File: src/rtl/alu_arbiter_pkg.sv
// Shared types for the ALU arbiter: func3 encodings, response-slot state and
// the per-requester ALU request bundle.
package alu_arbiter_pkg;

    localparam logic [2:0] ADD_SUB = 3'b000;
    localparam logic [2:0] SLL     = 3'b001;
    localparam logic [2:0] SLT     = 3'b010;
    localparam logic [2:0] SLTU    = 3'b011;
    localparam logic [2:0] XOR     = 3'b100;
    localparam logic [2:0] SRL_SRA = 3'b101;
    localparam logic [2:0] OR      = 3'b110;
    localparam logic [2:0] AND     = 3'b111;

    typedef enum logic {
        EMPTY = 1'b0,
        FULL  = 1'b1
    } state_e;

    typedef struct packed {
        logic [31:0] operand1;
        logic [31:0] operand2;
        logic [2:0]  func3;
        logic        subsra;
    } alu_req_t;

endpackage

File: src/rtl/alu.sv
// Combinational 32-bit integer ALU; subsra selects SUB for ADD_SUB and SRA for
// SRL_SRA. Shift amounts use the full operand2 value.
module alu
    import alu_arbiter_pkg::*;
(
    input  logic [31:0] operand1_i,
    input  logic [31:0] operand2_i,
    input  logic [2:0]  func3_i,
    input  logic        subsra_i,
    output logic [31:0] result_o
);

    always_comb begin
        result_o = '0;
        case (func3_i)
            ADD_SUB: result_o = subsra_i ? (operand1_i - operand2_i) : (operand1_i + operand2_i);
            SLL:     result_o = operand1_i << operand2_i;
            SLT:     result_o = {31'b0, ($signed(operand1_i) < $signed(operand2_i))};
            SLTU:    result_o = {31'b0, (operand1_i < operand2_i)};
            XOR:     result_o = operand1_i ^ operand2_i;
            SRL_SRA: result_o = subsra_i ? 32'($signed(operand1_i) >>> operand2_i)
                                         : (operand1_i >> operand2_i);
            OR:      result_o = operand1_i | operand2_i;
            AND:     result_o = operand1_i & operand2_i;
            default: result_o = '0;
        endcase
    end

endmodule

File: src/rtl/alu_arbiter_rr_arbiter.sv
// Round-robin arbiter: grants the first request at or after the pointer,
// searching upward with wrap; the pointer moves past the winner on advance.
module rr_arbiter #(
    parameter  int unsigned NUM_REQ = 2,
    localparam int unsigned ID_W    = $clog2(NUM_REQ)
) (
    input  logic               clk_i,
    input  logic               rst_i,
    input  logic [NUM_REQ-1:0] req_i,
    input  logic               en_i,
    input  logic               advance_i,
    output logic [NUM_REQ-1:0] gnt_o,
    output logic [ID_W-1:0]    gnt_idx_o
);

    logic [ID_W-1:0] ptr_q, ptr_d;
    logic            found;
    int unsigned     idx;

    always_comb begin
        gnt_o     = '0;
        gnt_idx_o = '0;
        found     = 1'b0;
        idx       = '0;
        for (int unsigned off = 0; off < NUM_REQ; off++) begin
            idx = int'(ptr_q) + off;
            if (idx >= NUM_REQ) begin
                idx = idx - NUM_REQ;
            end
            if (!found && req_i[idx]) begin
                found     = 1'b1;
                gnt_idx_o = ID_W'(idx);
            end
        end
        if (en_i && found) begin
            gnt_o[gnt_idx_o] = 1'b1;
        end
    end

    always_comb begin
        ptr_d = ptr_q;
        if (advance_i) begin
            ptr_d = (gnt_idx_o == ID_W'(NUM_REQ - 1)) ? '0 : gnt_idx_o + 1'b1;
        end
    end

    always_ff @(posedge clk_i) begin
        if (rst_i) begin
            ptr_q <= '0;
        end else begin
            ptr_q <= ptr_d;
        end
    end

endmodule

File: src/rtl/alu_arbiter.sv
// Shares one ALU between NUM_REQ requesters through a round-robin grant and a
// single registered response slot. Define ALU_ARBITER_STATS_EN for counters.
module alu_arbiter
    import alu_arbiter_pkg::*;
#(
    parameter  int unsigned NUM_REQ = 2,
    localparam int unsigned ID_W    = $clog2(NUM_REQ)
) (
    input  logic                  clk,
    input  logic                  rst,
    input  logic [NUM_REQ-1:0]    req_valid,
    output logic [NUM_REQ-1:0]    req_ready,
    input  logic [NUM_REQ*32-1:0] req_operand1,
    input  logic [NUM_REQ*32-1:0] req_operand2,
    input  logic [NUM_REQ*3-1:0]  req_func3,
    input  logic [NUM_REQ-1:0]    req_subsra,
    output logic                  rsp_valid,
    input  logic                  rsp_ready,
    output logic [31:0]           rsp_result,
    output logic [ID_W-1:0]       rsp_id
`ifdef ALU_ARBITER_STATS_EN
   ,input  logic                  stat_clear,
    output logic [31:0]           stat_ops,
    output logic [31:0]           stat_stall
`endif
);

    state_e          state_q, state_d;
    logic [31:0]     result_q, result_d;
    logic [ID_W-1:0] id_q, id_d;
    logic            can_accept;
    logic            transfer;
    logic [NUM_REQ-1:0] gnt;
    logic [ID_W-1:0] gnt_idx;
    alu_req_t        reqs [NUM_REQ];
    alu_req_t        sel_req;
    logic [31:0]     alu_result;

    always_comb begin
        for (int unsigned i = 0; i < NUM_REQ; i++) begin
            reqs[i].operand1 = req_operand1[32*i +: 32];
            reqs[i].operand2 = req_operand2[32*i +: 32];
            reqs[i].func3    = req_func3[3*i +: 3];
            reqs[i].subsra   = req_subsra[i];
        end
    end

    assign can_accept = (state_q == EMPTY) || rsp_ready;

    // Reset gates the enable so req_ready stays low while rst is held.
    rr_arbiter #(
        .NUM_REQ (NUM_REQ)
    ) u_rr (
        .clk_i     (clk),
        .rst_i     (rst),
        .req_i     (req_valid),
        .en_i      (can_accept && !rst),
        .advance_i (transfer),
        .gnt_o     (gnt),
        .gnt_idx_o (gnt_idx)
    );

    assign req_ready = gnt;
    assign transfer  = |(req_valid & gnt);
    assign sel_req   = reqs[gnt_idx];

    alu u_alu (
        .operand1_i (sel_req.operand1),
        .operand2_i (sel_req.operand2),
        .func3_i    (sel_req.func3),
        .subsra_i   (sel_req.subsra),
        .result_o   (alu_result)
    );

    always_comb begin
        state_d  = state_q;
        result_d = result_q;
        id_d     = id_q;
        if (transfer) begin
            state_d  = FULL;
            result_d = alu_result;
            id_d     = gnt_idx;
        end else if (state_q == FULL && rsp_ready) begin
            state_d = EMPTY;
        end
    end

    always_ff @(posedge clk) begin
        if (rst) begin
            state_q  <= EMPTY;
            result_q <= '0;
            id_q     <= '0;
        end else begin
            state_q  <= state_d;
            result_q <= result_d;
            id_q     <= id_d;
        end
    end

    assign rsp_valid  = (state_q == FULL);
    assign rsp_result = result_q;
    assign rsp_id     = id_q;

`ifdef ALU_ARBITER_STATS_EN
    logic [31:0] stat_ops_q, stat_ops_d;
    logic [31:0] stat_stall_q, stat_stall_d;

    always_comb begin
        stat_ops_d   = stat_ops_q;
        stat_stall_d = stat_stall_q;
        if (stat_clear) begin
            stat_ops_d   = '0;
            stat_stall_d = '0;
        end else begin
            if (transfer) begin
                stat_ops_d = stat_ops_q + 32'd1;
            end
            if (|req_valid && !can_accept) begin
                stat_stall_d = stat_stall_q + 32'd1;
            end
        end
    end

    always_ff @(posedge clk) begin
        if (rst) begin
            stat_ops_q   <= '0;
            stat_stall_q <= '0;
        end else begin
            stat_ops_q   <= stat_ops_d;
            stat_stall_q <= stat_stall_d;
        end
    end

    assign stat_ops   = stat_ops_q;
    assign stat_stall = stat_stall_q;
`endif

endmodule
File: config.mk
export PLATFORM = sky130hd
export DESIGN_NAME = alu_arbiter
export DESIGN_NICKNAME = d
export VERILOG_FILES = /design/src/rtl/alu_arbiter_pkg.sv /design/src/rtl/alu.sv /design/src/rtl/alu_arbiter_rr_arbiter.sv /design/src/rtl/alu_arbiter.sv
export SDC_FILE = /design/constraint.sdc
export NUM_CORES = 1
export LEC_CHECK = 0
export CELL_PAD_IN_SITES_DETAIL_PLACEMENT = 0
export CELL_PAD_IN_SITES_GLOBAL_PLACEMENT = 1
export CORE_ASPECT_RATIO = 0.5
export CORE_MARGIN = 2
export CORE_UTILIZATION = 30
export DETAILED_ROUTE_END_ITERATION = 10
export PLACE_DENSITY = 0.7
export SETUP_SLACK_MARGIN = 0.02
export SYNTH_ARGS = -nofsm -noshare
export SYNTH_HDL_FRONTEND = slang
export SYNTH_SLANG_ARGS = --single-unit
File: constraint.sdc
create_clock -name clk -period 6.63 [get_ports clk]
set_input_delay 1.326 -clock clk [delete_from_list [all_inputs] [get_ports clk]]
set_output_delay 1.326 -clock clk [all_outputs]
set_load 0.01 [all_outputs]
==> impl_metrics.ini <==
[placement]
hpwl_mm = 65.9
placed_area_um2 = 15400
place_congestion = 1.08
post-place-ws_ns = 0.668
io_buffers = 176

[logic_synthesis]
syn_avg_cell_area_um2 = 6.43
async_flop_share_pct = 0
synth_area_leaders = ha_1 9.0%, a21oi_1 8.7%, nand2_1 7.7%
ys_types = 89
ys_seq_area_share_pct = 5.37
postSynthCellCount = 2029
yosys_warnings = 0
synth_top_area_share_pct = 9.01
ys_ff_latch = 35
synth_top_flop_cell = dfxtp_1
netlist.top_cell.by_area = ha_1
synth_area_um2 = 13100
synth-edff-count = 0
syn_nets = 2266

[global_route]
grt_pass1_vias = 15853
grt_overflow = 0
grt_antenna_before_repair = 7
grt_max_degree = 80
grt_pass1_wl_mm = 116
grt_usage_pct = 34.8

[floorplanning]
start_util_pct = 30.7
core_area_um2 = 42400
die_height_um = 151
num_io_pins = 177
fp.dieArea_um2 = 45300
die_w_um = 299
rows = 53

[cts]
cts_hold_buf = 0
cts_made_buffers = 5
cts.path.max_buffers = 2
post_cts_resized = 0
cts_tree = yes
postCtsSetupRepairBufs = 0
cts-root-buf = clkbuf_16
clkLatencyLatePin_ns = 0.31
htreeDepth = 2
cts.reportedPaths.clkPinSlew_ns = 0.08
cts.sinks = 35

[routing]
routed_wl_mm = 81.2
initialDrtViolationCount = 2687
ant_nets = 0
viasPerCell = 6.40
drt_first_pass_iters = 8
num_vias = 17316
remaining_drc_errors = 0
wire_per_inst_um = 30.0

[finish]
syn_to_final_growth_pct = 19.3
drive_above_1_share_pct = 8.09
final_area_um2 = 15600
fin_nets = 2362
postLayoutCoreUtil_pct = 36.7

[timing]
post-route-period-util_pct = 87.1
whs_ns = 0.492
drv_slew = 0
relSlewSlack_pct = 22.9
tns_ns = 0
hold_viol_final = 0
rsz0062_at_grt = false
worst_slack_ns = 0.856
finalSetupViolations = 0
skew_ns = 0.0230
worst_pin_slew_ns = 1.15
max_freq_mhz = 173
period_needed_ns = 5.77

[worst_setup_path]
r2r-start = u_rr.ptr_q$_SDFFE_PP0P_
reg2reg_to = rsp_result[20]$_SDFFE_PP0P_
r2r_slack_ns = 1.82
path_class = primary input to flop
worstPathArrival_ns = 5.96
critPathCaptureType = flop
cp-endpoint = rsp_result[25]$_SDFFE_PP0P_
reg2reg_depth = 16
critPathLaunch = req_valid[0]
crit_fanout = 31
startpoint_type = primary input
critical_path_required_ns = 6.82

[worst_hold_path]
hold_path_class = flop to flop

[pwr]
pwr-share-clk_pct = 12.6
switching_share_pct = 56.6
p_int_w = 0.00103
p_per_area_nw_per_um2 = 153
leakagePower_nw = 6.27
ir_drop_mv = 0.0930
p_comb_share_pct = 76.4
seqPwrFrac_pct = 11.0
p_switching_w = 0.00135

[outcome]
outcome = finished clean

[flow_run]
maxCapViolations = 0
## synthesized netlist by cell type, types with 15 or more instances
cell type,count
nand3_1,86
nand2b_1,16
a21oi_1,226
buf_2,58
a221oi_1,26
nor2b_1,47
mux2i_1,93
a211oi_1,76
nand2_1,269
clkbuf_1,75
inv_1,87
nor2_1,154
or3_1,15
mux2_2,30
and3_1,34
nor3_1,40
a21o_1,27
nor4_1,21
o211ai_1,30
o221ai_1,18
a31oi_1,45
o21ai_0,120
nand4_1,17
o31ai_1,17
ha_1,94
dfxtp_1,35
## cell type report
type,count,area [µm²]
repair buffers,249,2310
fillers,4703,26900
diodes,1,2.50
clock inverters,3,47.5
well taps,577,722
clock buffers,5,125
inverters,91,342
flip-flops and latches,35,701
multi-input cells,1743,11300
## worst max-delay path: stages
cell             delay, ns
clkdlybuf4s50_1       0.53
nand2b_1              0.07
buf_4                 0.17
nand2_4               0.33
buf_4                 0.42
nand2_1               0.09
nand2_1               0.38
ha_1                  0.42
inv_1                 0.15
a21oi_1               0.07
o21ai_0               0.34
a2bb2oi_1             0.34
nand4_1               0.21
a211oi_1              0.31
o31ai_1               0.13
and3_1                0.21
o21ai_0               0.30
a31oi_1               0.13
## power groups by stage
stage               clock, W  sequential, W  combinational (W)
floorplan                  0       0.000270            0.00102
global placement           0       0.000268            0.00176
finish              0.000300       0.000263            0.00182
CTS                 0.000304       0.000264            0.00175
global route        0.000312       0.000265            0.00192
detailed placement         0       0.000268            0.00174
## sequential cells by signal, summed over array words and instances, names as in the netlist
name	cells
rsp_valid	1
u_rr.ptr_q	1
rsp_id	1
rsp_result	32
## cells in the final DEF, fill, tap and decap left out, drive strengths merged, types with 14 or more instances in the layout
cell type and n:
a211o 14, buf 75, nand3 86, dfxtp 35
inv 92, a221oi 26, a21oi 229, a21o 27
or3 15, o21ai 132, ha 94, nand2 275
o31ai 19, nor2b 47, nor2 158, a211oi 76
o221ai 18, o22ai 14, a31oi 45, and3 35
mux2i 93, clkdlybuf4s50 174, nor3 41, o211ai 31
nand2b 16, mux2 30, nand4 17, nor4 23
## worst min path at each step
stage                                  startpoint  cells after the start                       to
final                         rsp_id$_SDFFE_PP0P_                      2      rsp_id$_SDFFE_PP0P_
after global routing          rsp_id$_SDFFE_PP0P_                      2      rsp_id$_SDFFE_PP0P_
after CTS                     rsp_id$_SDFFE_PP0P_                      2      rsp_id$_SDFFE_PP0P_
after detailed placement      rsp_id$_SDFFE_PP0P_                      2      rsp_id$_SDFFE_PP0P_
after global placement        rsp_id$_SDFFE_PP0P_                      2      rsp_id$_SDFFE_PP0P_
after floorplan           u_rr.ptr_q$_SDFFE_PP0P_                      2  u_rr.ptr_q$_SDFFE_PP0P_
## cell families (layout without fill, tap and decap cells)
kind of cell | after synthesis | in the layout | share of synthesized area, %
adder cells (fa/ha/maj) | 96 | 96 | 9.32
other | 0 | 1 | 0
AO/OA/AOI/OAI | 764 | 764 | 39.2
multiplexers | 123 | 123 | 9.72
flip-flops | 35 | 35 | 5.37
buffers and inverters | 251 | 348 | 8.24
AND/OR/NAND/NOR | 740 | 740 | 26.9
XOR/XNOR | 20 | 20 | 1.34
## metrics by stage
step	std cells	total power, W
after floorplan	2029	0.00129
after global placement	2695	0.00202
after detailed placement	2695	0.00201
after CTS	2703	0.00232
after global routing	2703	0.00250
final	2704	0.00238
## metal layers
layer | track usage [%] | vias to the layer above | wire, µm
li1 | - | 7764 | -
met1 | 49.3 | 8328 | 35800
met2 | 51.2 | 1075 | 32600
met3 | 9.78 | 143 | 10300
met4 | 9.03 | 6 | 2460
met5 | 0 | - | 34
Power figures use the tool's default switching activity.
==> RTL change 1, RTL diff (same settings) <==
`NUM_REQ` is set to 2 in 2 places; all go to 4.
--- a/src/rtl/alu_arbiter_rr_arbiter.sv
+++ b/src/rtl/alu_arbiter_rr_arbiter.sv
@@ -3,3 +3,3 @@
 module rr_arbiter #(
-    parameter  int unsigned NUM_REQ = 2,
+    parameter  int unsigned NUM_REQ = 4,
     localparam int unsigned ID_W    = $clog2(NUM_REQ)
--- a/src/rtl/alu_arbiter.sv
+++ b/src/rtl/alu_arbiter.sv
@@ -5,3 +5,3 @@
 #(
-    parameter  int unsigned NUM_REQ = 2,
+    parameter  int unsigned NUM_REQ = 4,
     localparam int unsigned ID_W    = $clog2(NUM_REQ)
Interface: changed (7 resized); port bits go from 177 to 318. The function was not compared with the original's and may differ.
==> RTL change 1 against the unedited design <==
Die area grew 4.3%; critical endpoint is now rsp_result[29]; critical path depth up 5; wire length rose by 7.8%; sequential cell count grew 2; clock skew shrank 0.012 ns; setup slack lost 0.56 ns; synthesized area is 4.3% higher; cell area increased by 19%.
Power is not compared: it rests on default switching activity, and its combinational part moved more than twofold at a synthesized area within 25%.
==> RTL change 1: results (changes against the unedited design) <==
{
  "run_status": {"value": "finished clean", "change": "unchanged"},
  "r2r_slack": {"value": 1.37, "unit": "ns", "change": "was 1.82 ns"},
  "avgViaCountPerCell": {"value": 6.16, "change": "was 6.40"},
  "timing.clock.skew": {"value": 0.0113, "unit": "ns", "change": "was 0.0230 ns"},
  "seq_area_frac": {"value": 0.0400, "change": "was 0.0450"},
  "timing.final.ws_setup": {"value": 0.292, "unit": "ns", "change": "was 0.856 ns"},
  "final_nets": {"value": 2745, "change": "was 2,362"},
  "globalplace.congestion": {"value": 1.03, "change": "was 1.08"},
  "timing_worst_slew_pin_value": {"value": 1.21, "unit": "ns", "change": "was 1.15 ns"},
  "critical_path_s_largest_stage_delay": {"value": 0.57, "unit": "ns", "change": "was 0.53 ns"},
  "number_of_antenna_violations_at_the_first_check_in_global_routing": {"value": 5, "change": "was 7"},
  "holdWs": {"value": 0.460, "unit": "ns", "change": "was 0.492 ns"},
  "placed_cells_incl_taps": {"value": 2954, "change": "was 2,695"},
  "hold-path-endpoint": {"value": "rsp_id[1]", "change": "was rsp_id"},
  "grt_pass1_wl": {"value": 125, "unit": "mm", "change": "was 116 mm"},
  "place.detailed.hpwl": {"value": 72.2, "unit": "mm", "change": "was 65.9 mm"},
  "n_antenna_cell": {"value": 0, "change": "was 1"},
  "postRouteWirelength": {"value": 87.5, "unit": "mm", "change": "was 81.2 mm"},
  "num_vias": {"value": 18258, "change": "was 17,316"},
  "synthesis.nets": {"value": 2394, "change": "was 2,266"},
  "path_max_fanout": {"value": 15, "change": "was 31"},
  "num-nonclk-inverters": {"value": 101, "change": "was 91"},
  "pre_cts_ws": {"value": -0.108, "unit": "ns", "change": "was 0.668 ns"},
  "grt_start_max_net_pins": {"value": 59, "change": "was 80"},
  "first_iter_violations": {"value": 2244, "change": "was 2,687"},
  "nMultiInputCombCells": {"value": 1691, "change": "was 1,743"},
  "post_synth_num_cell_types": {"value": 96, "change": "was 89"},
  "first_global_vias": {"value": 17384, "change": "was 15,853"},
  "rr_worst_depth": {"value": 22, "change": "was 16"},
  "synth_cells": {"value": 2013, "change": "was 2,029"},
  "timing.critical_path.to": {"value": "rsp_result[29]", "change": "was rsp_result[25]"},
  "first_drt_pass_iteration_count": {"value": 6, "change": "was 8"},
  "crit_path_start": {"value": "req_valid[1]", "change": "was req_valid[0]"},
  "dpl-instance-area": {"value": 0.0183, "unit": "mm^2", "change": "was 0.0154 mm^2"}
}
-- RTL change 1: timing repair --
item	in CTS	in global routing
setup endpoints to repair	0	4
buffers inserted	0	1
hold buffers	0	0
gates resized for setup	0	16
-- RTL change 1: cells by family (layout without fill, tap and decap cells) --
logic type | after synthesis | after routing | share of synthesized area
and+or+nand+nor | 735 | 735 | 0.261
AOI/OAI and AO/OA | 673 | 673 | 0.346
buffers and inverters | 285 | 637 | 0.0986
muxes | 154 | 154 | 0.127
adders and majority gates | 102 | 102 | 0.0948
DFF | 37 | 37 | 0.0544
xor gates and xnor gates | 27 | 27 | 0.0174
-- RTL change 1: per-layer routing --
layer | vias up | track usage | wire length, um
li1 | 8203 | - | -
met1 | 8872 | 0.525 | 40800
met2 | 1024 | 0.534 | 35900
met3 | 153 | 0.0574 | 8260
met4 | 6 | 0.0945 | 2570
met5 | - | 0 | 34
==> RTL change 2, RTL diff (same settings) <==
Made on the original files. `result_q` no longer has a reset.
--- a/src/rtl/alu_arbiter.sv
+++ b/src/rtl/alu_arbiter.sv
@@ -90,3 +90,2 @@
             state_q  <= EMPTY;
-            result_q <= '0;
             id_q     <= '0;
@@ -94,5 +93,8 @@
             state_q  <= state_d;
-            result_q <= result_d;
             id_q     <= id_d;
         end
+    end
+
+    always_ff @(posedge clk) begin
+        result_q <= result_d;
     end
Behaviour: differs if rst is asserted again (counterexample within 4 cycles, from zero or initial values and one cycle with rst high); with rst held inactive, the same outputs for 4 cycles.
==> RTL change 2 against the unedited design <==
Wire length fell by 12%; cell count fell by 14%; synthesized area fell by 11%; cell area fell by 7.9%; total power rose by 6.5%; sequential cell count did not move; synthesized cell count fell by 20%; combinational power rose by 9.9%; register-to-register slack got worse by 0.27 ns; via count fell by 16%; setup slack got worse by 0.53 ns.
==> RTL change 2: results (changes against the unedited design) <==
{
  "place.detailed.hpwl": {"value": 58.9, "unit": "mm", "change": "was 65.9 mm"},
  "dpl-instance-area": {"value": 0.0142, "unit": "mm^2", "change": "was 0.0154 mm^2"},
  "fin_crit_sh": {"value": 0.950, "change": "was 0.871"},
  "grt_pass1_wl": {"value": 101, "unit": "mm", "change": "was 116 mm"},
  "pre_cts_ws": {"value": 0.180, "unit": "ns", "change": "was 0.668 ns"},
  "run_status": {"value": "finished clean", "change": "unchanged"},
  "rr_worst_depth": {"value": 15, "change": "was 16"},
  "relSlewSlack": {"value": 0.249, "change": "was 0.229"},
  "p_leak": {"value": 5.85, "unit": "nW", "change": "was 6.27 nW"},
  "netlist_top_cells_area": {"value": "sky130_fd_sc_hd__mux2i_1, sky130_fd_sc_hd__ha_1, sky130_fd_sc_hd__edfxtp_1, sky130_fd_sc_hd__a21oi_1, sky130_fd_sc_hd__o21ai_0", "change": "was sky130_fd_sc_hd__ha_1, sky130_fd_sc_hd__a21oi_1, sky130_fd_sc_hd__nand2_1, sky130_fd_sc_hd__mux2i_1, sky130_fd_sc_hd__dfxtp_1"},
  "postRouteWirelength": {"value": 71.4, "unit": "mm", "change": "was 81.2 mm"},
  "final_area": {"value": 0.0143, "unit": "mm^2", "change": "was 0.0156 mm^2"},
  "drive_above_1_share": {"value": 0.110, "change": "was 0.0809"},
  "worst_r2r_endpoint": {"value": "rsp_result[17]", "change": "was rsp_result[20]"},
  "timing.critical_path.to": {"value": "rsp_result[27]", "change": "was rsp_result[25]"},
  "num_vias": {"value": 14485, "change": "was 17,316"},
  "dominantRegCellSynth": {"value": "sky130_fd_sc_hd__edfxtp_1", "change": "was sky130_fd_sc_hd__dfxtp_1"},
  "timing.clock.skew": {"value": 0.00570, "unit": "ns", "change": "was 0.0230 ns"},
  "clkLatencyLatePin": {"value": 0.29, "unit": "ns", "change": "was 0.31 ns"},
  "placed_cells_incl_taps": {"value": 2307, "change": "was 2,695"},
  "synth_cells": {"value": 1630, "change": "was 2,029"},
  "final_nets": {"value": 2031, "change": "was 2,362"},
  "post_synth_num_cell_types": {"value": 96, "change": "was 89"},
  "first_drt_pass_iteration_count": {"value": 6, "change": "was 8"},
  "first_iter_violations": {"value": 1980, "change": "was 2,687"},
  "crit_arrival": {"value": 6.33, "unit": "ns", "change": "was 5.96 ns"},
  "grt_start_max_net_pins": {"value": 56, "change": "was 80"},
  "avgViaCountPerCell": {"value": 6.25, "change": "was 6.40"},
  "filler_cell_count": {"value": 4064, "change": "was 4,703"},
  "netlist_top_cells_count": {"value": "sky130_fd_sc_hd__a21oi_1, sky130_fd_sc_hd__nor2_1, sky130_fd_sc_hd__mux2i_1, sky130_fd_sc_hd__nand2_1, sky130_fd_sc_hd__o21ai_0", "change": "was sky130_fd_sc_hd__nand2_1, sky130_fd_sc_hd__a21oi_1, sky130_fd_sc_hd__nor2_1, sky130_fd_sc_hd__o21ai_0, sky130_fd_sc_hd__ha_1"},
  "seq_area_frac_synth": {"value": 0.0884, "change": "was 0.0537"},
  "max-vdd-ir-drop": {"value": 80.4, "unit": "uV", "change": "was 93.0 uV"}
}
==> RTL change 2: worst max-delay path: cells and delay by family <==
kind                       cells  cell delay, ns
and+or+nand+nor                7            1.74
AOI/OAI and AO/OA              4            1.20
buffers and inverters          4            1.14
muxes                          1            0.53
adders and majority gates      1            0.39
==> RTL change 2: worst min-delay path by stage <==
stage                 endpoint  depth (start not counted)
floorplan           u_rr.ptr_q                          2
global placement        rsp_id                          2
detailed placement      rsp_id                          2
CTS                     rsp_id                          2
global route            rsp_id                          2
finish                  rsp_id                          2
==> RTL change 2: area by class of cell <==
class	count	share of cell area
multi-input cells	1375	0.670
repair buffers	278	0.177
flip-flops and latches	35	0.0713
clock inverters	2	0.000524
well taps	520	0.0454
inverters	99	0.0260
diodes	1	0.000175
clock buffers	6	0.00900
==> RTL change 2: routing by layer <==
metal / GRT usage / wire, um / up-vias
met4: 0.0960 / 2270 / 2
li1: - / - / 6406
met1: 0.502 / 32200 / 7067
met5: 0 / 12 / -
met2: 0.485 / 27500 / 878
met3: 0.122 / 9390 / 132
==> RTL change 2: power by group <==
group / internal, mW / switching [mW] / leakage (nW)
Sequential: 0.281 / 0.0101 / 0.337
Clock: 0.138 / 0.112 / 0.0659
Combinational: 0.689 / 1.31 / 5.45
==> RTL change 2: kinds of logic after synthesis <==
kind of cell / Yosys count / synth area share
buffers and inverters: 220 / 0.0821
multiplexers: 204 / 0.188
AND/OR/NAND/NOR: 480 / 0.198
flip-flops: 35 / 0.0884
XOR/XNOR: 26 / 0.0197
AO/OA/AOI/OAI: 569 / 0.319
adder cells (fa/ha/maj): 96 / 0.105
